### config.mk
export PLATFORM = sky130hd
export DESIGN_NAME = seq_101_tx_flat
export DESIGN_NICKNAME = d
export VERILOG_FILES = /design/src/rtl/seq_101_tx_if.sv /design/src/rtl/seq_101_tx.sv /design/src/flat_wrapper.sv
export SDC_FILE = /design/constraint.sdc
export NUM_CORES = 1
export LEC_CHECK = 0
export ABC_AREA = 1
export CAP_MARGIN = 20
export CORE_MARGIN = 4
export CORE_UTILIZATION = 35
export DETAILED_ROUTE_END_ITERATION = 6
export PLACE_DENSITY = 0.62
export SETUP_SLACK_MARGIN = 0.02
export SLEW_MARGIN = 0
export SYNTH_ARGS = -nofsm -noshare
export SYNTH_HDL_FRONTEND = slang
export SYNTH_SLANG_ARGS = --single-unit
### constraint.sdc
create_clock -name clk -period 1.4 [get_ports clk]
set_input_delay 0.28 -clock clk [delete_from_list [all_inputs] [get_ports clk]]
set_output_delay 0.28 -clock clk [all_outputs]
set_load 0.02 [all_outputs]
### src/rtl/seq_101_tx_if.sv
// -----------------------------------------------------------------------------
// seq_101_tx_if
//
// Parallel-side handshake bundle for the seq_101_tx serial frame transmitter.
// A producer drives one payload word with a valid flag; the transmitter
// answers with ready while it is idle. A word is taken on the rising clock
// edge where both valid and ready are high.
//
// Signals:
//   in_data  [WIDTH-1:0] payload word from the producer
//   in_valid             producer has a word waiting
//   in_ready             transmitter can take a word this cycle
//
// Modports:
//   master  producer side   (drives in_data / in_valid, observes in_ready)
//   slave   transmitter side (observes in_data / in_valid, drives in_ready)
// -----------------------------------------------------------------------------
interface seq_101_tx_if #(
    parameter int WIDTH = 8
) ();

    logic [WIDTH-1:0] in_data;
    logic             in_valid;
    logic             in_ready;

    modport master (
        output in_data,
        output in_valid,
        input  in_ready
    );

    modport slave (
        input  in_data,
        input  in_valid,
        output in_ready
    );

endinterface : seq_101_tx_if

### src/rtl/seq_101_tx.sv
// -----------------------------------------------------------------------------
// seq_101_tx
//
// Serial frame transmitter. Each accepted word goes out on a single-bit line
// as a "101" sync preamble followed by the payload, MSB first. The line then
// idles low for GAP cycles so that a downstream Moore "101" detector sees a
// clean preamble edge on the next frame. At least one IDLE cycle follows the
// gap, so words held back-to-back are taken every 3+WIDTH+GAP+1 cycles.
//
// Parameters:
//   WIDTH  payload bits per frame (>= 1)
//   GAP    idle-low cycles after each payload (>= 1)
//
// Ports:
//   clk      rising-edge clock
//   reset    asynchronous, active-high reset; discards any frame in flight
//   in_if    slave side of the valid/ready handshake (in_data, in_valid,
//            in_ready); in_ready is high only in IDLE and never during reset
//   out      serial line, Moore output of state and shift register
//   busy     high whenever a frame (preamble, payload or gap) is in progress
//   done     one-cycle pulse in the first gap cycle of each frame
//   state    current state code, exported for debug and monitoring
//            (IDLE=0, PRE1=1, PRE0=2, PRE2=3, DATA=4, GAP=5)
// -----------------------------------------------------------------------------
module seq_101_tx #(
    parameter int WIDTH = 8,
    parameter int GAP   = 2
) (
    input  logic         clk,
    input  logic         reset,
    seq_101_tx_if.slave  in_if,
    output logic         out,
    output logic         busy,
    output logic         done,
    output logic [2:0]   state
);

    // Both counters share one width, large enough to hold the bigger of
    // WIDTH and GAP. bit_cnt reaches WIDTH on the final payload edge, so the
    // width must cover WIDTH itself and not just WIDTH-1.
    localparam int MAX_CNT = (WIDTH > GAP) ? WIDTH : GAP;
    localparam int CNT_W   = $clog2(MAX_CNT + 1);

    localparam logic [CNT_W-1:0] LAST_BIT = CNT_W'(WIDTH - 1);
    localparam logic [CNT_W-1:0] LAST_GAP = CNT_W'(GAP - 1);
    localparam logic [CNT_W-1:0] CNT_ONE  = CNT_W'(1);

    typedef enum logic [2:0] {
        S_IDLE = 3'd0,
        S_PRE1 = 3'd1,
        S_PRE0 = 3'd2,
        S_PRE2 = 3'd3,
        S_DATA = 3'd4,
        S_GAP  = 3'd5
    } state_t;

    state_t           state_q;
    state_t           state_d;
    logic [WIDTH-1:0] shreg_q;
    logic [WIDTH-1:0] shreg_d;
    logic [CNT_W-1:0] bit_cnt_q;
    logic [CNT_W-1:0] bit_cnt_d;
    logic [CNT_W-1:0] gap_cnt_q;
    logic [CNT_W-1:0] gap_cnt_d;

    logic             in_ready_int;
    logic             accept;

    // Ready is decoded straight from the state register and reset, so it
    // drops the moment reset rises and returns as soon as reset releases
    // with the machine in IDLE. Unused codes 6/7 are not IDLE, so no word
    // can be taken while the machine recovers from one of them.
    assign in_ready_int   = (state_q == S_IDLE) && !reset;
    assign in_if.in_ready = in_ready_int;
    assign accept         = in_if.in_valid && in_ready_int;

    // State and datapath registers. Reset clears everything at once, so a
    // frame in flight is dropped and the line falls to 0 immediately.
    always_ff @(posedge clk or posedge reset) begin
        if (reset) begin
            state_q   <= S_IDLE;
            shreg_q   <= '0;
            bit_cnt_q <= '0;
            gap_cnt_q <= '0;
        end else begin
            state_q   <= state_d;
            shreg_q   <= shreg_d;
            bit_cnt_q <= bit_cnt_d;
            gap_cnt_q <= gap_cnt_d;
        end
    end

    // Next-state and datapath logic. Everything holds by default; only the
    // state that owns a register touches it. The payload word is captured
    // only on the accepting edge, so in_data is free to change while busy.
    // The shift register moves left with zero fill so its top bit is always
    // the next payload bit to drive.
    always_comb begin
        state_d   = state_q;
        shreg_d   = shreg_q;
        bit_cnt_d = bit_cnt_q;
        gap_cnt_d = gap_cnt_q;

        case (state_q)
            S_IDLE: begin
                if (accept) begin
                    state_d   = S_PRE1;
                    shreg_d   = in_if.in_data;
                    bit_cnt_d = '0;
                end
            end

            S_PRE1: begin
                state_d = S_PRE0;
            end

            S_PRE0: begin
                state_d = S_PRE2;
            end

            S_PRE2: begin
                state_d = S_DATA;
            end

            S_DATA: begin
                shreg_d   = shreg_q << 1;
                bit_cnt_d = bit_cnt_q + CNT_ONE;
                if (bit_cnt_q == LAST_BIT) begin
                    state_d   = S_GAP;
                    gap_cnt_d = '0;
                end
            end

            S_GAP: begin
                gap_cnt_d = gap_cnt_q + CNT_ONE;
                if (gap_cnt_q == LAST_GAP) begin
                    state_d = S_IDLE;
                end
            end

            // Codes 6 and 7 can only appear through an upset; they return to
            // IDLE on the next edge without emitting anything.
            default: begin
                state_d = S_IDLE;
            end
        endcase
    end

    // Moore line output: the preamble is fixed per state, the payload comes
    // from the top of the shift register, and every other state holds low.
    always_comb begin
        out = 1'b0;
        case (state_q)
            S_PRE1:  out = 1'b1;
            S_PRE0:  out = 1'b0;
            S_PRE2:  out = 1'b1;
            S_DATA:  out = shreg_q[WIDTH-1];
            default: out = 1'b0;
        endcase
    end

    // Status outputs. done marks the first gap cycle, which is the first
    // cycle after the last payload bit has been on the line.
    always_comb begin
        busy  = (state_q != S_IDLE);
        done  = (state_q == S_GAP) && (gap_cnt_q == '0);
        state = state_q;
    end

endmodule : seq_101_tx

### src/flat_wrapper.sv
// flat-port wrapper written by rule: the top's interface ports become plain ports
module seq_101_tx_flat 
#(
    parameter int WIDTH = 8,
    parameter int GAP   = 2
)
  (clk, reset, out, busy, done, state, in_if_in_data, in_if_in_valid, in_if_in_ready);
  seq_101_tx_if #(.WIDTH(WIDTH)) in_if_i ();
  input  logic clk;
  input  logic reset;
  output logic out;
  output logic busy;
  output logic done;
  output logic [2:0] state;
  input wire logic [$bits(in_if_i.in_data)-1:0] in_if_in_data;
  input wire logic [$bits(in_if_i.in_valid)-1:0] in_if_in_valid;
  output wire logic [$bits(in_if_i.in_ready)-1:0] in_if_in_ready;
  assign in_if_i.in_data = in_if_in_data;
  assign in_if_i.in_valid = in_if_in_valid;
  assign in_if_in_ready = in_if_i.in_ready;
  seq_101_tx #(.WIDTH(WIDTH), .GAP(GAP)) u_core (.clk(clk), .reset(reset), .in_if(in_if_i), .out(out), .busy(busy), .done(done), .state(state));
endmodule
Word level (Yosys, flattened, before mapping):

Cells that the tools add are included.

* register bits: 19
* output and inout bits: 7

* add/sub/neg operators: 2
* eq/ne operators: 10
* muxes and demuxes: 11
* reductions and logical operators: 13

Operator list (count)
* $pmux 3 s6: 1
* $pmux 4 s2: 2
* $pmux 8 s2: 1
* $mux 3: 3
* $add 4x1->4 const B: 2
* $mux 4: 2
* $mux 8: 1
* $eq 3x2->1 const B: 2
* $eq 3x3->1 const B: 2
* $ne 2x1->1 const B: 3
* $eq 4x1->1 const B: 1
* $eq 4x3->1 const B: 1
* $logic_not 4->1: 1
* $reduce_and 2->1: 2
* $reduce_bool 2->1: 2
* $eq 3x1->1 const B: 1
* $logic_and 1x1->1: 3
* $logic_not 3->1: 1
* $reduce_and 3->1: 1
* $reduce_bool 3->1: 1
* $pmux 1 s2: 1
* $reduce_or 2->1: 1
* $logic_not 1->1: 1

Logic depth before layout (Yosys ltp):

* depth after elaboration: 5
* gate-level depth with buffers: 7
* mapped depth without buffers: 7

Worst setup path after synthesis:

OpenSTA, ideal clock, no wires.

* kind: reg2out
* start point: reg u_core.state_q[1] (netlist: u_core.state[1])
* end point: out out
* data arrival time: 1269 ps
* required time: 1120 ps
* path slack: -149 ps
* cell stages (with the launch flop): 5
* cells stage by stage: dfrtp_1 > nor2_4 > nand2_4 > buf_6 > o22ai_1

* word-level cells in the longest chain between the ends: 3

RTL lines
* start, declared: line seq_101_tx.sv:57 `state_t state_q;`
* start signal, assigned: line seq_101_tx.sv:86 `state_q <= state_d;`
* $eq 3x1->1 or $eq 3x2->1 (tied branches): line seq_101_tx.sv:153 `case (state_q)`
* $reduce_or 2->1 (no source line)
* $pmux 1 s2 *: line seq_101_tx.sv:153
* end, declared: line flat_wrapper.sv:11 `output logic out;`

Every way passes the cells marked *; elsewhere a longest branch is shown, timed or not.

Final worst setup path:

Same ends and word-level chain as after synthesis.

==> flow_metrics.py <==
metrics = {
    "cts": {
        "cts_made_buffers": 3,
        "cts_sinks": 19,
        "clk_latency_ns": 0.29,
        "holdBufCountCts": 0,
        "h-tree-depth": 1,
        "tritoncts": "built",
        "clock_path_buffers": 2,
        "cts_root_buffer": "clkbuf_4",
        "clkTransAtPathRegs_ns": 0.11,
    },
    "timing": {
        "slew_headroom": 0.827,
        "worstMarginPinSlew_ns": 0.260,
        "fin_setup_tns_ns": -0.360,
        "worst_slack_ns": -0.108,
        "rsz0062_at_grt": "yes",
        "setup_violations": 4,
        "fin_skew_ns": 0.00412,
        "period_needed_ns": 1.51,
        "fmax_mhz": 663,
        "finalHoldViolCount": 0,
        "fin_crit_sh": 1.08,
        "slew_viol_final": 0,
    },
    "floorplan": {
        "die_w_microns": 63.1,
        "start_util": 0.376,
        "dieHeight_microns": 63.1,
        "coreArea_sq_um": 2830,
        "dieArea_sq_um": 3980,
        "rows": 19,
        "io_pins": 18,
    },
    "global_route": {
        "grt_max_degree": 21,
        "gr-total-overflow": 0,
        "grt_pass1_wl_microns": 4490,
        "grt_pass1_vias": 1065,
        "grt.total_usage": 0.136,
        "antenna_found_initial": 0,
    },
    "route": {
        "vias": 1004,
        "drc": 0,
        "dr.pass1.iters": 4,
        "drtAntennaViolNets": 0,
        "vias_per_cell": 4.90,
        "routed_wl_microns": 2440,
        "wire_per_inst_microns": 11.9,
        "first_iter_violations": 32,
    },
    "placed_design": {
        "post-place-cells": 194,
        "io_buffer_count": 17,
        "gp_congestion": 0.864,
        "hpwl_microns": 1800,
        "place_ws_ns": -0.351,
    },
    "power": {
        "p_sw_w": 0.00137,
        "vdd_drop_max_v": 0.00142,
        "internal-power_w": 0.00186,
        "cellPowerDensity_nw_per_um2": 2130,
        "seq_power_share": 0.296,
        "p_clk_frac": 0.085,
        "leakagePower_nw": 0.746,
        "p_sw_frac": 0.423,
        "combPwrFrac": 0.619,
    },
    "final_layout": {
        "drive_gt1_frac": 0.322,
        "final_core_util": 0.536,
        "fin_cells": 205,
        "n_antenna_cell": 0,
        "nets": 190,
        "syn_to_final_growth_pct": 42.7,
    },
    "yosys": {
        "synth_fa_ha_area_frac": 0.0471,
        "yosys.area_share.simple": 0.252,
        "synthMuxAreaShare": 0,
        "synthDistinctLibCells": 21,
        "ys_seq_area_frac": 0.447,
        "synth_top_family_by_area": "simple AND/OR/NAND/NOR gates",
        "ys_seq_elements": 19,
        "yosysWarnings": 0,
        "synth_cells": 130,
        "synth-compound-area-share": 0.151,
        "synthesis.area_sq_um": 1060,
        "syn_nets": 145,
        "yosys.area_share.xor_xnor": 0.00824,
        "syn_avg_cell_area_sq_um": 8.18,
    },
    "run_status": {
        "violations": "negative setup slack",
        "status": "complete, but fails checks",
    },
    "setup_path": {
        "crit_type": "reg2out",
        "crit_required_ns": 1.12,
        "startpoint_type": "flip-flop",
        "r2r_slack_ns": 0.12,
        "path_max_fanout": 3,
        "end_kind": "output port",
        "cp.arrival_ns": 1.23,
    },
    "worst_hold_path": {
        "hold_class": "reg2reg",
    },
    "job": {
        "cap_violations": 0,
    },
}
[metrics by stage]
step	total power (W)	instance area [sq um]	hold slack, ns
global route	0.00352	1520	0.557
finish	0.00323	1520	0.516
detailed placement	0.00271	1410	0.494
global placement	0.00265	1410	0.490
CTS	0.00311	1460	0.522
floorplan	0.00204	1090	0.262
[cells by family (layout without fill, tap and decap cells)]
family	Yosys count	in the layout
simple gates	57	57
compound gates	29	29
buf+inv	20	64
flops	19	19
fa+ha+maj	4	4
xor+xnor	1	1
[cell usage in the layout, fill, tap and decap left out, types with 4 or more instances in the layout]
master | Yosys | routed
nand2_1 | 36 | 34
buf_4 | 1 | 24
nand3_1 | 9 | 9
nor2_1 | 7 | 4
o21ai_1 | 8 | 8
inv_1 | 15 | 12
ha_1 | 4 | 4
o21ai_0 | 12 | 12
dfrtp_1 | 19 | 16
buf_6 | 3 | 7
clkdlybuf4s50_1 | 0 | 10
[cells in the mapped netlist, drive strengths merged]
master	instances	area, sq um
a21o	1	7.51
buf	4	41.3
nand3	9	45.0
inv	16	60.1
xnor2	1	8.76
o211ai	1	7.51
ha	4	50.1
dfrtp	19	475
o21ai	20	100
nand2	38	158
nand4	2	27.5
o22ai	2	12.5
nor2	8	37.5
a21oi	5	32.5
[worst max-delay path, stage by stage (launching register included)]
cell,delay [ns]
dfrtp_2,0.45
nor2_4,0.17
nand2_4,0.08
o22ai_4,0.10
buf_6,0.14
[flip-flops by register name (all words and copies together) (netlist names)]
register          flops
u_core.bit_cnt_q      4
u_core.gap_cnt_q      4
u_core.shreg_q        8
u_core.state          3
[power by group through the flow]
stage | Clock [W] | Combinational, W | Sequential [W]
floorplan | 0 | 0.00105 | 0.000991
global placement | 0 | 0.00170 | 0.000955
detailed placement | 0 | 0.00175 | 0.000967
CTS | 0.000296 | 0.00187 | 0.000951
global route | 0.000311 | 0.00222 | 0.000993
finish | 0.000275 | 0.00200 | 0.000956
[cell type report]
cell class | instances | area, sq um
multi-input cells | 91 | 537
fillers | 271 | 1310
flip-flops and latches | 19 | 479
inverters | 16 | 62.6
repair buffers | 44 | 374
clock buffers | 4 | 26.3
well taps | 31 | 38.8
[path summary, 6_finish.rpt]
check / from / endpoint / cells past startpoint
max: u_core.state[1]$_DFFE_PP0P_ / out / 4
min reg2reg: u_core.shreg_q[1]$_DFFE_PP0P_ / u_core.shreg_q[1]$_DFFE_PP0P_ / 2
min in group asynchronous: reset / u_core.state[2]$_DFFE_PP0P_ / 4
max reg2reg: u_core.state[0]$_DFFE_PP0P_ / u_core.shreg_q[7]$_DFFE_PP0P_ / 10
max in group asynchronous: reset / u_core.state[0]$_DFFE_PP0P_ / 4
min: u_core.shreg_q[1]$_DFFE_PP0P_ / u_core.shreg_q[1]$_DFFE_PP0P_ / 2
[metal layers]
layer  routed length [microns]  global-route usage  vias to the layer above
met3                        73              0.0213                        2
met1                      1100               0.167                      475
met2                      1250               0.244                       15
met5                         0                   0                        -
li1                          -                   -                      512
met4                        12              0.0413                        0
[what timing repair did]
| action | in CTS | in global routing |
|---|---|---|
| pin swaps | 3 | 4 |
| setup endpoints to repair | 7 | 15 |
| setup buffers | 5 | 2 |
| cloned | 0 | 0 |
| resized for setup | 42 | 10 |
Power figures use the tool's default switching activity.
